**src/rtl/cla5_rr_scheduler.sv**
```systemverilog
// rtl/cla5_rr_scheduler.sv - round-robin sharing of one pipelined 5-bit adder between two requesters
//
// Purpose
//   Two client datapaths submit add/sub ops on valid/ready ports. At most one op
//   per cycle is issued to an external pipelined adder of latency LAT. Each issued
//   op is tagged with its requester id. The result is registered and returned as a
//   one-cycle pulse on that requester's response port, LAT+1 cycles after issue.
//
// Ports
//   clk, rst_n                         clock, asynchronous active-low reset
//   req{0,1}_valid / req{0,1}_ready    op handshake (ready is combinational grant)
//   req{0,1}_a, _b, _cin, _sub         operands; sub=1 computes a-b, cin ignored
//   add_a, add_b, add_cin              drive to adder in the issue cycle, else 0
//   add_s, add_cout                    adder result, valid LAT cycles after issue
//   rsp{0,1}_valid, _s, _cout          registered result pulse per requester

module cla5_rr_scheduler #(
   parameter int LAT = 2
) (
   input  logic       clk,
   input  logic       rst_n,

   input  logic       req0_valid,
   output logic       req0_ready,
   input  logic [4:0] req0_a,
   input  logic [4:0] req0_b,
   input  logic       req0_cin,
   input  logic       req0_sub,

   input  logic       req1_valid,
   output logic       req1_ready,
   input  logic [4:0] req1_a,
   input  logic [4:0] req1_b,
   input  logic       req1_cin,
   input  logic       req1_sub,

   output logic [4:0] add_a,
   output logic [4:0] add_b,
   output logic       add_cin,
   input  logic [4:0] add_s,
   input  logic       add_cout,

   output logic       rsp0_valid,
   output logic [4:0] rsp0_s,
   output logic       rsp0_cout,

   output logic       rsp1_valid,
   output logic [4:0] rsp1_s,
   output logic       rsp1_cout
);

   // Requester that wins a tie next time both are valid.
   logic prio;

   // Grant decision for the current cycle.
   logic issue;
   logic gnt_id;

   // Operands of the granted requester.
   logic [4:0] sel_a;
   logic [4:0] sel_b;
   logic       sel_cin;
   logic       sel_sub;

   // Tag pipeline: bit i holds the op issued i+1 cycles ago.
   logic [LAT-1:0] tag_vld;
   logic [LAT-1:0] tag_id;

   logic out_vld;
   logic out_id;

   // ------------------------------------------------------------------
   // Arbitration. Outputs are forced quiet while reset is asserted so that
   // nothing is granted and the adder sees zeros.
   // ------------------------------------------------------------------
   always_comb begin
      issue  = 1'b0;
      gnt_id = 1'b0;
      if (rst_n) begin
         if (req0_valid && req1_valid) begin
            issue  = 1'b1;
            gnt_id = prio;
         end else if (req0_valid) begin
            issue  = 1'b1;
            gnt_id = 1'b0;
         end else if (req1_valid) begin
            issue  = 1'b1;
            gnt_id = 1'b1;
         end
      end
   end

   assign req0_ready = issue & ~gnt_id;
   assign req1_ready = issue &  gnt_id;

   // ------------------------------------------------------------------
   // Issue drive. Subtraction is a + ~b + 1, so the requester's cin is
   // replaced by 1 and add_cout becomes the not-borrow flag.
   // ------------------------------------------------------------------
   always_comb begin
      sel_a   = gnt_id ? req1_a   : req0_a;
      sel_b   = gnt_id ? req1_b   : req0_b;
      sel_cin = gnt_id ? req1_cin : req0_cin;
      sel_sub = gnt_id ? req1_sub : req0_sub;
   end

   always_comb begin
      add_a   = 5'd0;
      add_b   = 5'd0;
      add_cin = 1'b0;
      if (issue) begin
         add_a   = sel_a;
         add_b   = sel_sub ? ~sel_b : sel_b;
         add_cin = sel_sub | sel_cin;
      end
   end

   // ------------------------------------------------------------------
   // Round-robin pointer: after an issue, the other requester wins ties.
   // ------------------------------------------------------------------
   always_ff @(posedge clk or negedge rst_n) begin
      if (!rst_n) begin
         prio <= 1'b0;
      end else if (issue) begin
         prio <= ~gnt_id;
      end
   end

   // ------------------------------------------------------------------
   // Tag pipeline tracks which requester owns the adder result that appears
   // LAT cycles after issue. Clearing it on reset discards in-flight ops even
   // though the adder itself keeps its data.
   // ------------------------------------------------------------------
   always_ff @(posedge clk or negedge rst_n) begin
      if (!rst_n) begin
         tag_vld <= '0;
         tag_id  <= '0;
      end else begin
         tag_vld[0] <= issue;
         tag_id[0]  <= gnt_id;
         for (int i = 1; i < LAT; i++) begin
            tag_vld[i] <= tag_vld[i-1];
            tag_id[i]  <= tag_id[i-1];
         end
      end
   end

   assign out_vld = tag_vld[LAT-1];
   assign out_id  = tag_id[LAT-1];

   // ------------------------------------------------------------------
   // Response registers. The port not addressed keeps its last data.
   // ------------------------------------------------------------------
   always_ff @(posedge clk or negedge rst_n) begin
      if (!rst_n) begin
         rsp0_valid <= 1'b0;
         rsp0_s     <= 5'd0;
         rsp0_cout  <= 1'b0;
      end else begin
         rsp0_valid <= out_vld & ~out_id;
         if (out_vld && !out_id) begin
            rsp0_s    <= add_s;
            rsp0_cout <= add_cout;
         end
      end
   end

   always_ff @(posedge clk or negedge rst_n) begin
      if (!rst_n) begin
         rsp1_valid <= 1'b0;
         rsp1_s     <= 5'd0;
         rsp1_cout  <= 1'b0;
      end else begin
         rsp1_valid <= out_vld & out_id;
         if (out_vld && out_id) begin
            rsp1_s    <= add_s;
            rsp1_cout <= add_cout;
         end
      end
   end

endmodule

```
**config.mk**
```make
export PLATFORM = sky130hd
export DESIGN_NAME = cla5_rr_scheduler
export DESIGN_NICKNAME = d
export VERILOG_FILES = /design/src/rtl/cla5_rr_scheduler.sv
export SDC_FILE = /design/constraint.sdc
export NUM_CORES = 1
export LEC_CHECK = 0
export BUFFER_PORTS_ARGS = -buffer_cell sky130_fd_sc_hd__buf_2
export CAP_MARGIN = 20
export CORE_ASPECT_RATIO = 1.25
export CORE_MARGIN = 8
export CORE_UTILIZATION = 38
export CTS_BUF_LIST = sky130_fd_sc_hd__clkbuf_16
export CTS_CLUSTER_SIZE = 24
export DETAILED_ROUTE_END_ITERATION = 8
export HOLD_SLACK_MARGIN = 0.03
export PLACE_DENSITY_LB_ADDON = 0.05
export SLEW_MARGIN = 0
export SYNTH_ARGS = -nofsm -noshare
export SYNTH_HDL_FRONTEND = slang
export SYNTH_SLANG_ARGS = --single-unit
```
**constraint.sdc**
```tcl
create_clock -name clk -period 1.1 [get_ports clk]
set_input_delay 0.165 -clock clk [delete_from_list [all_inputs] [get_ports clk]]
set_output_delay 0.165 -clock clk [all_outputs]
set_load 0.05 [all_outputs]
```
## Word level (Yosys, flattened, before mapping)

Index checks and enable logic that the tools add are counted.

| storage, ports and cells | value |
|---|---|
| input port bits | 34 |
| output and inout bits | 27 |
| register bits | 19 |

| cells by class | value |
|---|---|
| bitwise logic cells | 8 |
| multiplexer cells | 15 |
| reduce and logical (&&, ||, !) cells | 4 |

Operators by type and width:

| cell | number |
|---|---|
| two-way mux 5 bit | 5 |
| two-way mux 1 bit | 10 |
| NOT 5 bit | 1 |
| bitwise AND 1 bit | 4 |
| logical AND 1 bit | 3 |
| NOT 1 bit | 2 |
| zero test 1 bit | 1 |
| bitwise OR 1 bit | 1 |

## Longest topological paths before layout

Gate-level depths: netlist of the first run.

| logic depth | value |
|---|---|
| depth after elaboration | 8 |
| depth in mapped cells | 5 |
| depth with buffers taken out | 4 |

## Worst setup path after synthesis of the first run

No wires, ideal clock.

| timing | value |
|---|---|
| path kind | register -> output |
| from | reg prio |
| to | out add_a[1] |
| stages on the path, launching flop included | 5 |
| buffers on the path | 1 |
| data arrival time | 1.597 ns |
| path slack | -0.662 ns |
| path through | dfrtp_1 -> nor2b_2 -> buf_2 -> o21ai_0 -> a21oi_1 |

| on the way | value |
|---|---|
| word-level cells in the longest chain between the ends | 4 |

RTL lines:

| what | RTL line | RTL |
|---|---|---|
| start, declared | 53 | `logic prio;` |
| start signal, assigned | 125 | `prio <= ~gnt_id;` |
| two-way mux 1 bit | 80 | `if (req0_valid && req1_valid) begin` |
| two-way mux 1 bit | 79 | `if (rst_n) begin` |
| two-way mux 5 bit | 101 | `sel_a = gnt_id ? req1_a : req0_a;` |
| two-way mux 5 bit | 111 | `if (issue) begin` |
| end, declared | 37 | `output logic [4:0] add_a,` |

Every way passes these cells.

## Worst setup path after layout of the first run

| timing | value |
|---|---|
| from | reg prio |
| to | out add_a[0] |

| on the way | value |
|---|---|
| word-level cells in the longest chain between the ends | 4 |

RTL lines:

| what | RTL line | RTL |
|---|---|---|
| two-way mux 1 bit | 80 |  |
| two-way mux 1 bit | 79 |  |
| via gnt_id | 57 | `logic gnt_id;` |
| two-way mux 5 bit | 101 |  |
| two-way mux 5 bit | 111 |  |

The timed path passes the listed nets, and every way through them passes these cells.

==> results of run 1 <==
==> where the power goes <==
group	leakage (nW)	internal, mW	switching (mW)
Sequential	0.228	0.812	0.0526
Clock	0.0423	0.482	0.234
Combinational	0.576	0.410	0.764
Total	0.846	1.70	1.05
==> timing repair <==
action / CTS / global route
pin swaps: 1 / 2
setup endpoints to repair: 21 / 19
hold endpoints to repair: 3 / 0
buffers inserted: 0 / 1
resized for setup: 33 / 10
gates cloned: 0 / 0
hold buffers: 1 / 0
==> synthesized netlist by cell type, types with 4 or more instances <==
cell	n	area [um^2]
mux2_2	6	67.6
mux2_1	6	67.6
inv_1	4	15.0
o21ai_0	5	25.0
a21oi_1	4	20.0
nor3_1	5	25.0
o2111ai_1	4	35.0
buf_2	4	20.0
dfrtp_1	19	475
a211oi_2	6	75.1
xnor2_1	5	43.8
xor2_1	5	43.8
==> worst min path at each step <==
stage / endpoint / slack (ns)
after floorplan: prio$_DFFE_PN0P_ / -0.13
after global placement: tag_vld[1]$_DFF_PN0_ / 0.11
after CTS: tag_id[0]$_DFF_PN0_ / 0.05
after global routing: tag_id[0]$_DFF_PN0_ / 0.08
final: tag_id[0]$_DFF_PN0_ / 0.05
after detailed placement: tag_vld[1]$_DFF_PN0_ / 0.11
==> cell families after synthesis <==
| family | after synthesis | share of synthesized area |
|---|---|---|
| xor gates and xnor gates | 10 | 0.0868 |
| buffers and inverters | 13 | 0.0645 |
| DFF | 19 | 0.471 |
| muxes | 12 | 0.134 |
| AOI/OAI and AO/OA | 22 | 0.180 |
| and+or+nand+nor | 12 | 0.0633 |
==> per-stage QoR <==
step | utilization | worst slack [ns] | instance area (um^2) | hold slack [ns] | std cells
6_report | 0.683 | -0.525 | 1780 | 0.0504 | 196
5_1_grt | 0.683 | -0.572 | 1780 | 0.0827 | 196
4_1_cts | 0.668 | -0.566 | 1740 | 0.0545 | 195
3_5_place_dp | 0.594 | -0.410 | 1540 | 0.111 | 190
3_3_place_gp | 0.594 | -0.384 | 1540 | 0.114 | 190
2_1_floorplan | - | -0.428 | 1100 | -0.131 | 88
==> worst register-to-register path: stages (launching register included) <==
cell and delay [ns]:
dfrtp_1 0.36, nor2b_2 0.05, or2_4 0.23, buf_12 0.15, buf_4 0.14, o21a_1 0.09
==> state kept, by name, summed over array words and instances, names as in the netlist <==
register,count
rsp0_valid,1
rsp0_cout,1
rsp0_s,5
rsp1_valid,1
prio,1
tag_vld,2
rsp1_cout,1
rsp1_s,5
tag_id,2
==> cell type report <==
cell class | instances | area, um^2 | share of cell area
multi-input combinational | 56 | 609 | 0.343
timing repair buffer | 77 | 544 | 0.307
sequential | 19 | 475 | 0.268
clock buffer | 3 | 75.1 | 0.0423
tap | 34 | 42.5 | 0.0240
inverter | 6 | 25.0 | 0.0141
clock inverter | 1 | 3.75 | 0.00211
==> per-layer routing <==
metal  vias to the layer above  track usage  routed length (um)
li1                        451            -                   -
met1                       449        0.139                 964
met2                        44        0.229                1470
met3                         4       0.0455                 343
met4                         0       0.0685                  48
met5                         -            0                   0
==> flow_results.xml, run 1 <==
<?xml version="1.0" encoding="UTF-8"?>
<metrics>
  <group name="status">
    <metric name="outcome" unit="">finished with violations</metric>
    <metric name="failing_checks" unit="">negative setup slack</metric>
  </group>
  <group name="critical_path">
    <metric name="worst_ep_required_time" unit="ns">0.94</metric>
    <metric name="reg_to_reg_start" unit="">prio$_DFFE_PN0P_</metric>
    <metric name="worst_path_dominant_cell_family" unit="">flip-flops</metric>
    <metric name="regToRegEndpoint" unit="">prio$_DFFE_PN0P_</metric>
    <metric name="cp.depth" unit="">6</metric>
    <metric name="worst_path_max_delay_cell" unit="">dfrtp_1</metric>
    <metric name="critical_path.max_stage_delay" unit="ns">0.39</metric>
    <metric name="setup.worst_path.start" unit="">prio$_DFFE_PN0P_</metric>
    <metric name="arrival" unit="ns">1.46</metric>
    <metric name="worst-r2r-setup-slack" unit="ns">-0.05</metric>
    <metric name="worstPathMaxFanout" unit="">8</metric>
    <metric name="timing.critical_path.from_type" unit="">flip-flop</metric>
    <metric name="path_buf_inv" unit="">3</metric>
    <metric name="rr_worst_depth" unit="">5</metric>
    <metric name="crit_chain" unit="">nor2b_2, or2_4, buf_12, inv_4, a22o_4, buf_6</metric>
    <metric name="setup.worst_path.end_class" unit="">output port</metric>
    <metric name="path_class" unit="">reg -&gt; out</metric>
    <metric name="critical_path.endpoint" unit="">add_a[0]</metric>
  </group>
  <group name="routing">
    <metric name="drt_pre_antenna_iters" unit="">4</metric>
    <metric name="wire_per_inst" unit="um">14.4</metric>
    <metric name="dr.first_iter.drc_count" unit="">17</metric>
    <metric name="dr_total_vias" unit="">948</metric>
    <metric name="vias_per_cell" unit="">4.84</metric>
    <metric name="drtAntennaViolNets" unit="">0</metric>
    <metric name="drc" unit="">0</metric>
    <metric name="finalWirelength" unit="mm">2.83</metric>
  </group>
  <group name="logic_synthesis">
    <metric name="synth_seq_cells" unit="">19</metric>
    <metric name="synth_enable_flop_cells" unit="">0</metric>
    <metric name="synth-main-ff-cell" unit="">dfrtp_1</metric>
    <metric name="syn-mean-instance-area" unit="um^2">11.5</metric>
    <metric name="synth_async_sr_flop_share" unit="">1.00</metric>
    <metric name="mappedNetlistArea" unit="um^2">1010</metric>
    <metric name="seq_total_area_yosys" unit="">0.471</metric>
    <metric name="synth.net_count" unit="">122</metric>
    <metric name="synth-warning-count" unit="">0</metric>
    <metric name="ys_types" unit="">26</metric>
    <metric name="syn_inst" unit="">88</metric>
  </group>
  <group name="timing">
    <metric name="slew-limit-headroom" unit="">0.734</metric>
    <metric name="layout_min_cycle_time" unit="ns">1.63</metric>
    <metric name="finalHoldViolCount" unit="">0</metric>
    <metric name="finalWorstSetupSlack" unit="ns">-0.525</metric>
    <metric name="worst_slew_pin_slew" unit="ns">0.396</metric>
    <metric name="max_freq" unit="GHz">0.615</metric>
    <metric name="setup_total_negative_slack" unit="ns">-6.24</metric>
    <metric name="finalCritPeriodShare" unit="">1.48</metric>
    <metric name="slew_violations" unit="">0</metric>
    <metric name="clock_tree_skew_after_final_layout" unit="ns">0.000742</metric>
    <metric name="rsz0062_at_grt" unit="">yes</metric>
    <metric name="setup_viol_count_final" unit="">14</metric>
  </group>
  <group name="placed_design">
    <metric name="dp.final_hpwl" unit="mm">2.40</metric>
    <metric name="io_buffers" unit="">60</metric>
    <metric name="place.gp.congestion" unit="">0.774</metric>
  </group>
  <group name="global_routing">
    <metric name="grt_remaining_overflow" unit="">0</metric>
    <metric name="grt_max_degree" unit="">17</metric>
    <metric name="grt_antenna_before_repair" unit="">0</metric>
    <metric name="first_global_vias" unit="">1039</metric>
    <metric name="globalRouteTotalUtil" unit="">0.135</metric>
    <metric name="first_pass_grt_wire_length" unit="mm">4.67</metric>
  </group>
  <group name="floorplan">
    <metric name="die_area" unit="um^2">4570</metric>
    <metric name="initial_utilization" unit="">0.388</metric>
    <metric name="floorplan.rows" unit="">21</metric>
    <metric name="ios" unit="">61</metric>
    <metric name="die-width" unit="um">62.1</metric>
    <metric name="die_h" unit="um">73.6</metric>
    <metric name="core_region_area" unit="um^2">2600</metric>
  </group>
  <group name="cells_and_area">
    <metric name="antenna_cell_count" unit="">0</metric>
    <metric name="synthToLayoutAreaGrowth" unit="%">76.1</metric>
    <metric name="fillers" unit="">217</metric>
    <metric name="layout.cells.most_common_list" unit="">buf_2, dfrtp_1, buf_6, buf_4</metric>
    <metric name="finalNetCount" unit="">197</metric>
    <metric name="drive_above_1_share" unit="">0.660</metric>
    <metric name="layout.cells.most_common" unit="">buf_2</metric>
  </group>
  <group name="pwr">
    <metric name="ir_drop" unit="mV">0.952</metric>
    <metric name="design_power_total" unit="mW">2.75</metric>
    <metric name="power_density" unit="nW/um^2">1550</metric>
    <metric name="total_leakage_power" unit="nW">0.846</metric>
  </group>
  <group name="clocking">
    <metric name="htreeDepth" unit="">1</metric>
    <metric name="numClockSinks" unit="">19</metric>
    <metric name="cts_tree" unit="">built</metric>
    <metric name="tritoncts.num_buffers" unit="">3</metric>
    <metric name="clk-insertion-delay-late" unit="ns">0.25</metric>
    <metric name="clk_pin_slew" unit="ns">0.05</metric>
    <metric name="ctsLongestPathBuffers" unit="">2</metric>
    <metric name="clk_root_buffer_cell" unit="">clkbuf_16</metric>
  </group>
  <group name="run">
    <metric name="cap_viol_max_count" unit="">0</metric>
  </group>
  <group name="hold_path">
    <metric name="timing.hold.worst.class" unit="">in -&gt; async</metric>
  </group>
</metrics>
Note: power is estimated with default switching activity, not from simulation.
==> run 2: changes to the inputs <==
Settings changed: CORE_MARGIN 8 to not set, CTS_BUF_LIST sky130_fd_sc_hd__clkbuf_16 to not set.
==> run 2 against run 1 <==
Effect of this change:
- the flow still finishes with violations (negative setup slack)
- register-to-register slack better by 0.04 ns
- global-route usage increased by 5.8 points
- clock power decreased by 55%
- flip-flop and latch count stayed put
- sequential power about the same
- hold slack improved by 0.055 ns
- power down 13%
- via count rose by 0.42%
- highest routed layer unchanged
==> flow_results.xml, run 2 (synthesis gave the netlist of run 1 again) <==
<?xml version="1.0" encoding="UTF-8"?>
<metrics>
  <group name="status">
    <metric name="outcome" unit="">finished with violations</metric>
    <metric name="failing_checks" unit="">negative setup slack</metric>
  </group>
  <group name="routing">
    <metric name="dr_total_vias" unit="">952</metric>
    <metric name="vias_per_cell" unit="">4.91</metric>
    <metric name="drc" unit="">0</metric>
    <metric name="finalWirelength" unit="mm">2.52</metric>
    <metric name="drtAntennaViolNets" unit="">0</metric>
    <metric name="wire_per_inst" unit="um">13.0</metric>
    <metric name="dr.first_iter.drc_count" unit="">16</metric>
    <metric name="drt_pre_antenna_iters" unit="">4</metric>
  </group>
  <group name="cells_and_area">
    <metric name="final_cell_count_no_fill" unit="">194</metric>
    <metric name="largest_registers" unit="">rsp0_s (5), rsp1_s (5)</metric>
    <metric name="antenna_cell_count" unit="">0</metric>
    <metric name="synthToLayoutAreaGrowth" unit="%">73.8</metric>
    <metric name="drive_above_1_share" unit="">0.671</metric>
    <metric name="layout.cells.most_common" unit="">buf_2</metric>
    <metric name="layout.cells.most_common_list" unit="">buf_2, dfrtp_1, buf_4</metric>
    <metric name="fillers" unit="">186</metric>
    <metric name="finalNetCount" unit="">196</metric>
  </group>
  <group name="timing">
    <metric name="worst_slew_pin_slew" unit="ns">0.474</metric>
    <metric name="rsz0062_at_grt" unit="">yes</metric>
    <metric name="finalCritPeriodShare" unit="">1.61</metric>
    <metric name="slew-limit-headroom" unit="">0.681</metric>
    <metric name="setup_viol_count_final" unit="">14</metric>
    <metric name="slew_violations" unit="">0</metric>
    <metric name="finalWorstSetupSlack" unit="ns">-0.670</metric>
    <metric name="layout_min_cycle_time" unit="ns">1.77</metric>
    <metric name="clock_tree_skew_after_final_layout" unit="ns">0.00119</metric>
    <metric name="max_freq" unit="GHz">0.565</metric>
    <metric name="finalHoldViolCount" unit="">0</metric>
  </group>
  <group name="clocking">
    <metric name="clk-insertion-delay-late" unit="ns">0.28</metric>
    <metric name="clk_root_buffer_cell" unit="">clkbuf_4</metric>
    <metric name="cts_tree" unit="">built</metric>
    <metric name="tritoncts.num_buffers" unit="">3</metric>
    <metric name="ctsLongestPathBuffers" unit="">2</metric>
    <metric name="clk_pin_slew" unit="ns">0.10</metric>
    <metric name="numClockSinks" unit="">19</metric>
    <metric name="htreeDepth" unit="">1</metric>
  </group>
  <group name="pwr">
    <metric name="ir_drop" unit="mV">0.690</metric>
    <metric name="power_density" unit="nW/um^2">1370</metric>
    <metric name="total_leakage_power" unit="nW">0.812</metric>
  </group>
  <group name="floorplan">
    <metric name="die_area" unit="um^2">2870</metric>
    <metric name="initial_utilization" unit="">0.407</metric>
    <metric name="die-width" unit="um">48.1</metric>
    <metric name="ios" unit="">61</metric>
    <metric name="floorplan.rows" unit="">20</metric>
    <metric name="core_region_area" unit="um^2">2480</metric>
    <metric name="die_h" unit="um">59.6</metric>
  </group>
  <group name="critical_path">
    <metric name="arrival" unit="ns">1.61</metric>
    <metric name="setup.worst_path.end_class" unit="">output port</metric>
    <metric name="timing.critical_path.from_type" unit="">flip-flop</metric>
    <metric name="worstPathMaxFanout" unit="">6</metric>
    <metric name="path_buf_inv" unit="">2</metric>
    <metric name="most_frequent_cp_cell" unit="">buf_6</metric>
    <metric name="path_class" unit="">reg -&gt; out</metric>
    <metric name="worst_ep_required_time" unit="ns">0.94</metric>
    <metric name="worst_path_max_delay_cell" unit="">dfrtp_1</metric>
    <metric name="critical_path.max_stage_delay" unit="ns">0.43</metric>
    <metric name="worst_path_dominant_cell_family" unit="">flip-flops</metric>
    <metric name="crit_chain" unit="">nor2b_4, or2_4, buf_6, a211oi_4, buf_6</metric>
  </group>
  <group name="global_routing">
    <metric name="grt_remaining_overflow" unit="">0</metric>
    <metric name="globalRouteTotalUtil" unit="">0.193</metric>
    <metric name="first_pass_grt_wire_length" unit="mm">3.91</metric>
    <metric name="grt_antenna_before_repair" unit="">0</metric>
    <metric name="grt_max_degree" unit="">15</metric>
    <metric name="first_global_vias" unit="">950</metric>
  </group>
  <group name="placed_design">
    <metric name="place.gp.congestion" unit="">0.795</metric>
    <metric name="dp.final_hpwl" unit="mm">1.86</metric>
    <metric name="io_buffers" unit="">60</metric>
    <metric name="dp.cells" unit="">186</metric>
    <metric name="pre_cts_ws" unit="ns">-0.396</metric>
  </group>
  <group name="hold_path">
    <metric name="timing.hold.worst.class" unit="">in -&gt; reg</metric>
  </group>
  <group name="run">
    <metric name="cap_viol_max_count" unit="">0</metric>
  </group>
</metrics>
run 2: changes by cell type in the layout (fill, tap and decap cells not counted), sizes merged:
cell | before | now
buf | 76 | 67
clkbuf | 3 | 11
dlygate4sd3 | 1 | 2
inv | 7 | 6
run 2: area by class of cell:
cell class | count | area [um^2] | share of cell area
multi-input combinational | 56 | 617 | 0.352
tap | 33 | 41.3 | 0.0236
inverter | 6 | 25.0 | 0.0143
timing repair buffer | 76 | 568 | 0.324
sequential | 19 | 475 | 0.271
clock buffer | 4 | 26.3 | 0.0150
run 2: final timing paths:
path,endpoint,cells after the start,slack (ns),start
setup / recovery,add_b[1],5,-0.67,prio$_DFFE_PN0P_
hold / removal,rsp0_cout$_DFFE_PN0P_,2,0.11,add_cout
setup reg to reg,prio$_DFFE_PN0P_,4,-0.01,prio$_DFFE_PN0P_
hold reg to reg,tag_id[1]$_DFF_PN0_,0,0.36,tag_id[0]$_DFF_PN0_
max in group asynchronous,tag_vld[1]$_DFF_PN0_,3,0.48,rst_n
min in group asynchronous,rsp0_cout$_DFFE_PN0P_,3,0.37,rst_n
run 2: through the flow:
step / setup TNS (ns) / util / cell area (um^2) / power (mW) / hold WS, ns
after floorplan: -4.13 / - / 1100 / 1.64 / -0.131
final: -7.72 / 0.708 / 1750 / 2.41 / 0.105
after global routing: -8.53 / 0.708 / 1750 / 2.55 / 0.0842
after detailed placement: -4.66 / 0.609 / 1510 / 1.93 / 0.119
after global placement: -4.46 / 0.609 / 1510 / 1.91 / 0.119
after CTS: -7.19 / 0.691 / 1710 / 2.36 / 0.0998
run 2: layer usage:
| layer | up-vias | global-route usage | wire length, um |
|---|---|---|---|
| li1 | 454 | - | - |
| met1 | 437 | 0.191 | 901 |
| met2 | 57 | 0.346 | 1380 |
| met3 | 4 | 0.0579 | 191 |
| met4 | 0 | 0.0913 | 41 |
| met5 | - | 0 | 0 |
run 2: what timing repair did:
item | CTS | global route
buffers inserted | 2 | 1
resized for setup | 45 | 21
setup endpoints to repair | 25 | 27
cloned | 0 | 0
hold buffers | 2 | 0
hold endpoints to repair | 19 | 0
pin swaps | 4 | 2
run 2: report_power, final:
group          internal (mW)  switching (mW)  total, mW  leakage, nW
combinational          0.449           0.766       1.22        0.569
sequential             0.809          0.0568      0.865        0.228
clock                  0.140           0.185      0.325       0.0150
total                   1.40            1.01       2.41        0.812
==> run 3: changes to the inputs <==
Settings changed: REMOVE_ABC_BUFFERS set to 1.
==> run 3 against run 2 <==
Effect of this change:
- the run still ends with negative setup slack left
- final cell count increased by 0.52%
- wire length shrank 3.1%
- clock power grew 3%
- die area unchanged
- power shrank 2.5%
- largest cell class is now buffers
==> flow_results.xml, run 3 (synthesis gave the netlist of run 1 again) <==
<?xml version="1.0" encoding="UTF-8"?>
<metrics>
  <group name="status">
    <metric name="outcome" unit="">finished with violations</metric>
    <metric name="failing_checks" unit="">negative setup slack</metric>
  </group>
  <group name="clocking">
    <metric name="htreeDepth" unit="">1</metric>
    <metric name="tritoncts.num_buffers" unit="">3</metric>
    <metric name="numClockSinks" unit="">19</metric>
    <metric name="clk_pin_slew" unit="ns">0.10</metric>
    <metric name="cts_tree" unit="">built</metric>
    <metric name="clk_root_buffer_cell" unit="">clkbuf_4</metric>
    <metric name="clk-insertion-delay-late" unit="ns">0.28</metric>
    <metric name="ctsLongestPathBuffers" unit="">2</metric>
  </group>
  <group name="pwr">
    <metric name="design_power_total" unit="mW">2.34</metric>
    <metric name="ir_drop" unit="mV">0.682</metric>
    <metric name="total_leakage_power" unit="nW">0.813</metric>
    <metric name="power_density" unit="nW/um^2">1450</metric>
  </group>
  <group name="routing">
    <metric name="wire_per_inst" unit="um">12.5</metric>
    <metric name="drt_pre_antenna_iters" unit="">2</metric>
    <metric name="drtAntennaViolNets" unit="">0</metric>
    <metric name="vias_per_cell" unit="">4.83</metric>
    <metric name="drc" unit="">0</metric>
    <metric name="dr_total_vias" unit="">942</metric>
    <metric name="dr.first_iter.drc_count" unit="">8</metric>
    <metric name="finalWirelength" unit="mm">2.44</metric>
  </group>
  <group name="global_routing">
    <metric name="grt_antenna_before_repair" unit="">0</metric>
    <metric name="grt_max_degree" unit="">15</metric>
    <metric name="first_global_vias" unit="">913</metric>
    <metric name="globalRouteTotalUtil" unit="">0.184</metric>
    <metric name="grt_remaining_overflow" unit="">0</metric>
    <metric name="first_pass_grt_wire_length" unit="mm">3.69</metric>
  </group>
  <group name="floorplan">
    <metric name="ios" unit="">61</metric>
    <metric name="die_area" unit="um^2">2870</metric>
    <metric name="die-width" unit="um">48.1</metric>
    <metric name="core_region_area" unit="um^2">2480</metric>
    <metric name="initial_utilization" unit="">0.407</metric>
    <metric name="die_h" unit="um">59.6</metric>
    <metric name="floorplan.rows" unit="">20</metric>
  </group>
  <group name="cells_and_area">
    <metric name="drive_above_1_share" unit="">0.593</metric>
    <metric name="layout.core_utilization" unit="">0.651</metric>
    <metric name="finalInstanceArea" unit="um^2">1610</metric>
    <metric name="antenna_cell_count" unit="">0</metric>
    <metric name="final_cell_count_no_fill" unit="">195</metric>
    <metric name="largest_registers" unit="">rsp0_s (5), rsp1_s (5)</metric>
    <metric name="layout.cells.most_common_list" unit="">buf_2, buf_4, dfrtp_1</metric>
    <metric name="layout.cells.most_common" unit="">buf_2</metric>
    <metric name="finalNetCount" unit="">197</metric>
    <metric name="synthToLayoutAreaGrowth" unit="%">59.9</metric>
  </group>
  <group name="timing">
    <metric name="worst_slew_pin_slew" unit="ns">0.624</metric>
    <metric name="clock_tree_skew_after_final_layout" unit="ns">0.00156</metric>
    <metric name="slew_violations" unit="">0</metric>
    <metric name="rsz0062_at_grt" unit="">yes</metric>
    <metric name="max_freq" unit="GHz">0.596</metric>
    <metric name="layout_min_cycle_time" unit="ns">1.68</metric>
    <metric name="setup_viol_count_final" unit="">13</metric>
    <metric name="finalHoldViolCount" unit="">0</metric>
    <metric name="finalCritPeriodShare" unit="">1.52</metric>
    <metric name="slew-limit-headroom" unit="">0.583</metric>
    <metric name="finalWorstSetupSlack" unit="ns">-0.577</metric>
  </group>
  <group name="critical_path">
    <metric name="crit_chain" unit="">nor2b_2, or2_1, buf_6, a211oi_2, buf_6</metric>
    <metric name="path_class" unit="">reg -&gt; out</metric>
    <metric name="setup.worst_path.end_class" unit="">output port</metric>
    <metric name="worst_path_max_delay_cell" unit="">dfrtp_1</metric>
    <metric name="arrival" unit="ns">1.51</metric>
    <metric name="reg_to_reg_start" unit="">tag_vld[1]$_DFF_PN0_</metric>
    <metric name="worstPathMaxFanout" unit="">7</metric>
    <metric name="timing.critical_path.from_type" unit="">flip-flop</metric>
    <metric name="critical_path.max_stage_delay" unit="ns">0.38</metric>
    <metric name="worst_ep_required_time" unit="ns">0.94</metric>
    <metric name="setup.worst_path.start" unit="">prio$_DFFE_PN0P_</metric>
    <metric name="most_frequent_cp_cell" unit="">buf_6</metric>
  </group>
  <group name="placed_design">
    <metric name="detailed_place.area" unit="um^2">1410</metric>
    <metric name="place.gp.congestion" unit="">0.720</metric>
    <metric name="io_buffers" unit="">60</metric>
    <metric name="dp.final_hpwl" unit="mm">1.83</metric>
    <metric name="pre_cts_ws" unit="ns">-0.334</metric>
    <metric name="dp.cells" unit="">187</metric>
  </group>
  <group name="hold_path">
    <metric name="min_from" unit="">add_s[1]</metric>
    <metric name="timing.hold.worst.class" unit="">in -&gt; reg</metric>
  </group>
  <group name="run">
    <metric name="cap_viol_max_count" unit="">0</metric>
  </group>
</metrics>
run 3: cell count changes in the layout (fill, tap and decap cells not counted), moves of 5 or more:
| cell | delta |
|---|---|
| buf_4 | +5 |
| a211oi_4 | -6 |
| mux2_4 | +6 |
| mux2_2 | -6 |
| o21ai_0 | +5 |
| a211oi_2 | +6 |
run 3: power breakdown:
part	leakage [nW]	switching [mW]	internal, mW
Clock	0.0150	0.194	0.141
Combinational	0.570	0.712	0.427
Sequential	0.228	0.0622	0.809
run 3: timing repair:
action / CTS / global route
buffers inserted: 1 / 1
gates cloned: 0 / 0
hold endpoints to repair: 19 / 0
hold buffers: 2 / 0
endpoints found under the setup margin: 20 / 27
gates resized for setup: 29 / 22
pin swaps: 2 / 1
run 3: path summary, 6_finish.rpt:
| check | cells after the start | slack (ns) | to |
|---|---|---|---|
| min in group asynchronous | 4 | 0.51 | tag_vld[0]$_DFF_PN0_ |
| worst min-delay path | 2 | 0.10 | rsp0_s[1]$_DFFE_PN0P_ |
| worst min register to register | 0 | 0.36 | tag_id[1]$_DFF_PN0_ |
| worst max register to register | 3 | 0.03 | rsp1_cout$_DFFE_PN0P_ |
| worst max-delay path | 5 | -0.58 | add_cin |
| max in group asynchronous | 3 | 0.15 | rsp0_s[3]$_DFFE_PN0P_ |
run 3: stage by stage:
step	setup TNS, ns	hold slack, ns
6_report	-6.69	0.103
5_1_grt	-7.68	0.0939
2_1_floorplan	-10.66	-0.131
3_3_place_gp	-3.79	0.141
4_1_cts	-6.81	0.0913
3_5_place_dp	-3.91	0.157
run 3: cell type report:
cell class	count	area (um^2)
Fill cell	205	865
Multi-Input combinational cell	56	500
Timing Repair Buffer	77	544
Clock buffer	4	26.3
Inverter	6	25.0
Sequential cell	19	475
Tap cell	33	41.3
run 3: per-layer routing:
layer | wire [um] | part of all wire | global-route usage
met1 | 968 | 0.40 | 0.196
met2 | 1290 | 0.53 | 0.334
met4 | 23 | 0.0094 | 0.0714
met3 | 154 | 0.063 | 0.0396
met5 | 0 | 0 | 0
run 3: critical path, delay by kind of cell, from the launching register on:
kind / cells / cell delay, ns
AOI/OAI and AO/OA: 1 / 0.21
buffers and inverters: 2 / 0.34
DFF: 1 / 0.38
and+or+nand+nor: 2 / 0.29
